File: src/rtl/fsm_run_pkg.sv
// fsm_run_pkg: state encoding shared by the run controller, benches and decoders
package fsm_run_pkg;

    typedef enum logic [1:0] {
        IDLE = 2'd0,
        RUN  = 2'd1,
        ALT  = 2'd2,
        HALT = 2'd3
    } state_e;

    localparam logic [1:0] ST_IDLE = 2'd0;
    localparam logic [1:0] ST_RUN  = 2'd1;
    localparam logic [1:0] ST_ALT  = 2'd2;
    localparam logic [1:0] ST_HALT = 2'd3;

endpackage

File: src/rtl/fsm_run_if.sv
// fsm_run_if: command inputs and status outputs of the run controller
interface fsm_run_if #(
    parameter int MODE_W = 2,
    parameter int CNT_W  = 8
);
    logic              start;
    logic              stop;
    logic [MODE_W-1:0] mode;
    logic [1:0]        state;
    logic [MODE_W-1:0] mode_q;
    logic [CNT_W-1:0]  run_cnt;
    logic              timeout_flag;
    logic              done;
    logic              busy;

    modport master (
        output start, stop, mode,
        input  state, mode_q, run_cnt, timeout_flag, done, busy
    );

    modport slave (
        input  start, stop, mode,
        output state, mode_q, run_cnt, timeout_flag, done, busy
    );
endinterface

File: src/rtl/fsm_run_timer.sv
// fsm_run_timer: loadable down-counter that parks at zero and flags it
module fsm_run_timer #(
    parameter int W = 2
) (
    input  logic         clk,
    input  logic         rst,
    input  logic         load_i,
    input  logic [W-1:0] val_i,
    output logic         zero_o
);
    logic [W-1:0] cnt_q;

    // load wins; otherwise count down until zero and stay there
    always_ff @(posedge clk or posedge rst)
        if (rst) cnt_q <= '0;
        else     cnt_q <= load_i ? val_i : (cnt_q == '0 ? cnt_q : cnt_q - 1'b1);

    assign zero_o = cnt_q == '0;
endmodule

File: src/rtl/fsm_run_ctrl.sv
// fsm_run_ctrl: start/stop/mode run controller with run counter, timeout and timed halt
module fsm_run_ctrl
    import fsm_run_pkg::*;
#(
    parameter int MODE_W  = 2,
    parameter int CNT_W   = 8,
    parameter int TIMEOUT = 200,
    parameter int HOLD    = 4
) (
    input  logic      clk,
    input  logic      rst,
    fsm_run_if.slave  bus
);
    localparam int               HOLD_N   = HOLD > 1 ? HOLD : 1;
    localparam int               HOLD_W   = HOLD_N > 1 ? $clog2(HOLD_N) : 1;
    localparam logic [HOLD_W-1:0] HOLD_LD = HOLD_W'(HOLD_N - 1);
    localparam logic [CNT_W-1:0]  CNT_LAST = CNT_W'(TIMEOUT - 1);

    state_e            state_q, state_d, mode_sel;
    logic [MODE_W-1:0] mode_q, mode_d;
    logic [CNT_W-1:0]  cnt_q, cnt_d;
    logic              tflag_q, tflag_d, done_q, busy_q;
    logic              in_run, hit_to, hold_zero;

    assign in_run   = state_q == RUN || state_q == ALT;
    assign hit_to   = (TIMEOUT != 0) && (cnt_q == CNT_LAST);
    assign mode_sel = bus.mode != '0 ? ALT : RUN;

    // next-state: stop beats timeout beats mode steering; counter saturates while running
    always_comb begin
        state_d = state_q;
        cnt_d   = in_run ? (&cnt_q ? cnt_q : cnt_q + 1'b1) : cnt_q;
        tflag_d = tflag_q;
        case (state_q)
            IDLE: if (bus.start && !bus.stop) begin
                state_d = mode_sel;
                cnt_d   = '0;
                tflag_d = 1'b0;
            end
            RUN, ALT: begin
                state_d = bus.stop || hit_to ? HALT : mode_sel;
                tflag_d = tflag_q | (!bus.stop && hit_to);
            end
            default: state_d = hold_zero ? IDLE : HALT;
        endcase
        mode_d = state_d == ALT ? bus.mode : mode_q;
    end

    // all state and status outputs registered together
    always_ff @(posedge clk or posedge rst)
        if (rst) begin
            state_q <= IDLE;
            mode_q  <= '0;
            cnt_q   <= '0;
            tflag_q <= 1'b0;
            done_q  <= 1'b0;
            busy_q  <= 1'b0;
        end else begin
            state_q <= state_d;
            mode_q  <= mode_d;
            cnt_q   <= cnt_d;
            tflag_q <= tflag_d;
            done_q  <= state_q == HALT && hold_zero;
            busy_q  <= state_d != IDLE;
        end

    fsm_run_timer #(.W(HOLD_W)) u_hold (
        .clk    (clk),
        .rst    (rst),
        .load_i (state_q != HALT && state_d == HALT),
        .val_i  (HOLD_LD),
        .zero_o (hold_zero)
    );

    assign bus.state        = state_q;
    assign bus.mode_q       = mode_q;
    assign bus.run_cnt      = cnt_q;
    assign bus.timeout_flag = tflag_q;
    assign bus.done         = done_q;
    assign bus.busy         = busy_q;
endmodule

File: src/flat_wrapper.sv
// flat-port wrapper written by rule: the top's interface ports become plain ports
module fsm_run_ctrl_flat import fsm_run_pkg::*;
#(
    parameter int MODE_W  = 2,
    parameter int CNT_W   = 8,
    parameter int TIMEOUT = 200,
    parameter int HOLD    = 4
)
  (clk, rst, bus_start, bus_stop, bus_mode, bus_state, bus_mode_q, bus_run_cnt, bus_timeout_flag, bus_done, bus_busy);
  fsm_run_if #(.MODE_W(MODE_W), .CNT_W(CNT_W)) bus_i ();
  input  logic clk;
  input  logic rst;
  input wire logic [$bits(bus_i.start)-1:0] bus_start;
  input wire logic [$bits(bus_i.stop)-1:0] bus_stop;
  input wire logic [$bits(bus_i.mode)-1:0] bus_mode;
  output wire logic [$bits(bus_i.state)-1:0] bus_state;
  output wire logic [$bits(bus_i.mode_q)-1:0] bus_mode_q;
  output wire logic [$bits(bus_i.run_cnt)-1:0] bus_run_cnt;
  output wire logic [$bits(bus_i.timeout_flag)-1:0] bus_timeout_flag;
  output wire logic [$bits(bus_i.done)-1:0] bus_done;
  output wire logic [$bits(bus_i.busy)-1:0] bus_busy;
  assign bus_i.start = bus_start;
  assign bus_i.stop = bus_stop;
  assign bus_i.mode = bus_mode;
  assign bus_state = bus_i.state;
  assign bus_mode_q = bus_i.mode_q;
  assign bus_run_cnt = bus_i.run_cnt;
  assign bus_timeout_flag = bus_i.timeout_flag;
  assign bus_done = bus_i.done;
  assign bus_busy = bus_i.busy;
  fsm_run_ctrl #(.MODE_W(MODE_W), .CNT_W(CNT_W), .TIMEOUT(TIMEOUT), .HOLD(HOLD)) u_core (.clk(clk), .rst(rst), .bus(bus_i));
endmodule
File: config.mk
export PLATFORM = sky130hd
export DESIGN_NAME = fsm_run_ctrl_flat
export DESIGN_NICKNAME = d
export VERILOG_FILES = /design/src/rtl/fsm_run_pkg.sv /design/src/rtl/fsm_run_if.sv /design/src/rtl/fsm_run_timer.sv /design/src/rtl/fsm_run_ctrl.sv /design/src/flat_wrapper.sv
export SDC_FILE = /design/constraint.sdc
export NUM_CORES = 1
export LEC_CHECK = 0
export ABC_AREA = 1
export CAP_MARGIN = 20
export CORE_ASPECT_RATIO = 1.2
export CORE_UTILIZATION = 49
export DETAILED_ROUTE_END_ITERATION = 8
export PLACE_DENSITY = 0.77
export SLEW_MARGIN = 25
export SYNTH_ARGS = -nofsm -noshare
export SYNTH_HDL_FRONTEND = slang
export SYNTH_SLANG_ARGS = --single-unit
File: constraint.sdc
create_clock -name clk -period 2.1 [get_ports clk]
set_input_delay 0.21 -clock clk [delete_from_list [all_inputs] [get_ports clk]]
set_output_delay 0.21 -clock clk [all_outputs]
set_load 0.01 [all_outputs]
== Word-level counts from Yosys, hierarchy flattened ==
Index checks and enable logic that the tools add are counted.

* $add $sub $neg: 2
* Multipliers: 0
* Div/mod/pow operators: 0
* Magnitude comparators: 0
* Equal/unequal tests: 9
* Shifts and indexed selects: 0
* Mux-type cells: 13
* Bitwise logic cells: 1
* Reductions and logical operators: 15

{| class="wikitable"
|+ Operator list
! cell !! count
|-
| 8-bit two-way mux || 4
|-
| 2-bit two-way mux || 6
|-
| 8-bit by 1-bit adder with 8-bit output, second input constant || 1
|-
| 2-bit == test, second input constant || 4
|-
| 8-bit == test, second input constant || 1
|-
| 8-bit AND reduction || 1
|-
| 2-bit nonzero test || 3
|-
| 1-bit logical AND || 4
|-
| 2-bit zero test || 2
|-
| 2-bit by 1-bit inequality test with 1-bit output, second input constant || 2
|-
| 2-bit one-hot mux with 2 select lines || 1
|-
| 2-bit by 1-bit == test with 1-bit output, second input constant || 1
|-
| 1-bit logical OR || 2
|-
| 2-bit inequality test, second input constant || 1
|-
| 1-bit one-hot mux with 2 select lines || 1
|-
| 2-bit AND reduction || 1
|-
| 2-bit OR reduction || 1
|-
| 2-bit by 1-bit subtractor with 2-bit output, second input constant || 1
|-
| 1-bit zero test || 1
|-
| 1-bit two-way mux || 1
|-
| 1-bit bitwise OR || 1
|}

* Register bits: 17
* Bits in latches: 0
* Memory bits (writable): 0
* Memory bits (read-only): 0
* Bits of input ports: 6
* Word-level logic and storage cells: 47
* Memories: 0

== Depth between registers and ports, before layout ==
* Word-level depth: 7
* Mapped depth: 11

== Modules after synthesis ==
A second synthesis with hierarchy kept.

* Cells, all modules: 134
* Area, all modules: 1012.2 um^2

{| class="wikitable"
|+ By module, submodules not included
! module !! times used !! cells an instance !! area each (um^2) !! seq. area each (um^2)
|-
| fsm_run_ctrl || 1 || 116 || 888.4 || 375.4
|-
| fsm_run_timer || 1 || 18 || 123.9 || 50.0
|}

== Least setup slack after synthesis ==
No wires, ideal clock.

* Path type: flip-flop to flip-flop
* Start: register u_core.state_q[0] (netlist: u_core.bus.state[0])
* End: register u_core.cnt_q[3] (netlist: u_core.bus.run_cnt[3])
* Library setup time: 122 ps
* Data arrival time: 1429 ps
* Required time: 1978 ps
* Setup slack: 549 ps
* Cell stages (with the launch flop): 8
* Path buffers: 0
* Period minus slack after synthesis: 1551 ps
* Cells stage by stage: dfrtp_1 inv_1 ha_1 inv_1 nor2_1 nand4_1 o21ai_1 a21oi_1

* Cells in the longest elaborated chain, start to end: 5
* Elaborated cells between the ends (all ways): 7
* Those cells by class: eq/ne: 2; mux: 3; reduce/logical: 2

{| class="wikitable"
|+ RTL lines
! item !! RTL line !! text
|-
| start, declared || fsm_run_ctrl.sv:19 || <nowiki>state_e state_q, state_d, mode_sel;</nowiki>
|-
| start signal, assigned || fsm_run_ctrl.sv:59 || <nowiki>state_q <= state_d;</nowiki>
|-
| 2-bit by 1-bit == test with 1-bit output / 2-bit == test (equally long branches) || fsm_run_ctrl.sv:25 || <nowiki>assign in_run = state_q == RUN || state_q == ALT;</nowiki>
|-
| 1-bit logical OR || fsm_run_ctrl.sv:25 ||
|-
| 8-bit two-way mux || fsm_run_ctrl.sv:32 || <nowiki>cnt_d = in_run ? (&cnt_q ? cnt_q : cnt_q + 1'b1) : cnt_q;</nowiki>
|-
| 8-bit two-way mux || fsm_run_ctrl.sv:35 || <nowiki>IDLE: if (bus.start && !bus.stop) begin</nowiki>
|-
| 8-bit two-way mux (*) || fsm_run_ctrl.sv:34 || <nowiki>case (state_q)</nowiki>
|-
| via u_core.cnt_d[3] || fsm_run_ctrl.sv:21 || <nowiki>logic [CNT_W-1:0] cnt_q, cnt_d;</nowiki>
|-
| end signal, assigned || fsm_run_ctrl.sv:61 || <nowiki>cnt_q <= cnt_d;</nowiki>
|-
| end, declared || fsm_run_ctrl.sv:21 ||
|}

The timed path passes the listed nets; every way through them passes the cells marked *.
A chain may end at the register's enable or synchronous reset.

== Worst setup path after layout ==
Ends and elaborated chain as after synthesis.

==> results_dict.tcl <==
set metrics [dict create \
    outcome "complete, no violations" \
    cp_max_fo 7 \
    diodes 0 \
    post_cts_buffers 0 \
    post_cts_resized 0 \
    fin_crit_sh_pct 83.7 \
    io_buffers 20 \
    power.density_mw_per_mm2 1480 \
    drive_gt1_share_pct 17.2 \
    ys_seq_elements 17 \
    required_ns 2.30 \
    cts_tree "built" \
    finalWirelength_um 1970 \
    hold_slack_ns 0.281 \
    start_util_pct 52.9 \
    rsz0062_at_grt "no" \
    cts.sinks 17 \
    drc 0 \
    cts_made_buffers 3 \
    syn_area_um2 978 \
    place_congestion 0.823 \
    grt_overflow 0 \
    crit_type "flip-flop to flip-flop" \
    min_period_ns 1.76 \
    hpwlAfterDp_um 1560 \
    drv_cap 0 \
    avgSynthCellArea_um2 8.15 \
    dieArea_mm2 0.00218 \
    core_area_mm2 0.00185 \
    syn_inst 120 \
    fmax_mhz 569 \
    final_nets 157 \
    fin_skew_ns 0.00468 \
    crit_start "u_core.bus.state[0]" \
    die_w_um 42.8 \
    max_slew_margin_pct 56.3 \
    regToRegStartpoint "u_core.bus.state[0]" \
    hold_buffers 0 \
    syn_to_final_growth_pct 26.5 \
    ctsHtreeMaxLevel 1 \
    antenna_found_initial 0 \
    arrival_ns 1.95 \
    yosysSeqAreaShare_pct 43.5 \
    grt_max_degree 18 \
    worstMarginPinSlew_ns 0.655 \
    ir_drop_v 0.000881 \
    vias_per_cell 5.29 \
    synth_warnings 0 \
    finalMaxSlewViolations 0 \
    hold_viol_final 0 \
    grt_usage_pct 21.2 \
    die_h_um 51.0 \
    startpoint_type "flip-flop" \
    drt_iter0_drc 8 \
    ios 21 \
    clkLatencyLatePin_ns 0.30 \
    finalSetupTns_ns 0 \
    syn-num-nets 131 \
    cts_buffer_depth 2 \
    ys_types 20 \
    finalSetupViolCount 0 \
    core.rowCount 17 \
    vias 867 \
    hp-class "primary input to async pin" \
    grt_pass1_vias 858 \
    grt_pass1_wl_um 3370 \
    cts_root_buffer "clkbuf_4" \
    wl_per_cell_um 12.0 \
    antenna_left 0 \
    leakagePower_nw 0.574 \
    end_kind "flip-flop" \
    clk_pin_slew_ns 0.10 \
    dr.pass1.iters 4 \
]
-- report_power, final --
part           internal [mW]  switching (mW)
sequential             0.468           0.132
clock                 0.0712           0.109
combinational          0.472           0.577
-- cells in the final DEF, fill, tap and decap left out, drive strengths merged, types with 4 or more instances in the layout --
cell type / instances
clkdlybuf4s50: 20
inv: 21
ha: 5
dfrtp: 17
nand4: 4
nor2: 12
nand3: 8
o21ai: 7
a21oi: 6
nand2: 29
-- final timing paths --
| path | endpoint | slack [ns] | depth (start not counted) |
|---|---|---|---|
| max | u_core.bus.run_cnt[3] | 0.34 | 7 |
| min | u_core.bus.run_cnt[5] | 0.28 | 2 |
| max reg2reg | u_core.bus.run_cnt[3] | 0.34 | 7 |
| min reg2reg | u_core.bus.mode_q[1] | 0.49 | 2 |
| max in group asynchronous | u_core.bus.run_cnt[3] | 1.39 | 2 |
| min in group clk | u_core.bus.mode_q[1] | 0.49 | 2 |
-- cells by family (layout without fill, tap and decap cells) --
kind of cell,Yosys count,in the layout,synth area share [%]
AO/OA/AOI/OAI,18,18,10.4
XOR/XNOR,3,3,2.69
adder cells (fa/ha/maj),5,5,6.39
buffers and inverters,21,46,8.06
flip-flops,17,17,43.5
AND/OR/NAND/NOR,56,56,29.0
-- cells in the mapped netlist (all sizes together) --
| master | number | share of area, % |
|---|---|---|
| a221oi | 1 | 0.90 |
| nor3 | 3 | 2.0 |
| inv | 21 | 8.1 |
| dfrtp | 17 | 43 |
| nand2 | 29 | 14 |
| o21ai | 7 | 3.6 |
| o211ai | 2 | 1.5 |
| a31oi | 2 | 1.3 |
| ha | 5 | 6.4 |
| a21oi | 6 | 3.1 |
| nor2 | 12 | 5.1 |
| nand3 | 8 | 5.6 |
| nand4 | 4 | 2.6 |
| xor2 | 3 | 2.7 |
-- area by class of cell --
cell class,instances,area [µm²]
fillers,170,613
multi-input cells,82,474
flip-flops and latches,17,425
repair buffers,21,208
inverters,21,78.8
well taps,19,23.8
clock buffers,3,22.5
clock inverters,1,5.00
-- routing by layer --
| layer | routed length [µm] | vias up | GRT usage, % | part of all wire, % |
|---|---|---|---|---|
| met2 | 1020 | 19 | 35.4 | 52 |
| met3 | 76 | 5 | 3.53 | 3.9 |
| li1 | - | 438 | - | - |
| met5 | 0 | - | 0 | 0 |
| met4 | 63 | 0 | 16.7 | 3.2 |
| met1 | 806 | 405 | 23.5 | 41 |
-- registers in the layout, summed over array words and instances (netlist names) --
register / count
u_core.bus.timeout_flag: 1
u_core.bus.busy: 1
u_core.bus.done: 1
u_core.bus.run_cnt: 8
u_core.bus.mode_q: 2
u_core.bus.state: 2
u_core.u_hold.cnt_q: 2
-- per-stage QoR --
| stage | utilization [%] | total power [mW] | cells | area [µm²] | setup slack [ns] |
|---|---|---|---|---|---|
| finish | 66.9 | 1.83 | 164 | 1240 | 0.343 |
| global route | 66.9 | 2.00 | 164 | 1240 | 0.228 |
| detailed placement | 65.4 | 1.66 | 160 | 1210 | 0.379 |
| global placement | 65.4 | 1.63 | 160 | 1210 | 0.503 |
| CTS | 66.9 | 1.85 | 164 | 1240 | 0.325 |
| floorplan | - | 1.28 | 120 | 978 | 0.549 |
-- critical path, stage by stage, from the launching register on --
cell and delay, ns:
dfrtp_1 0.44, inv_1 0.07, ha_1 0.41, inv_1 0.10, nor2_1 0.28, nand4_1 0.16, o21ai_1 0.14, a21oi_1 0.05
(Power assumes the default switching activity.)
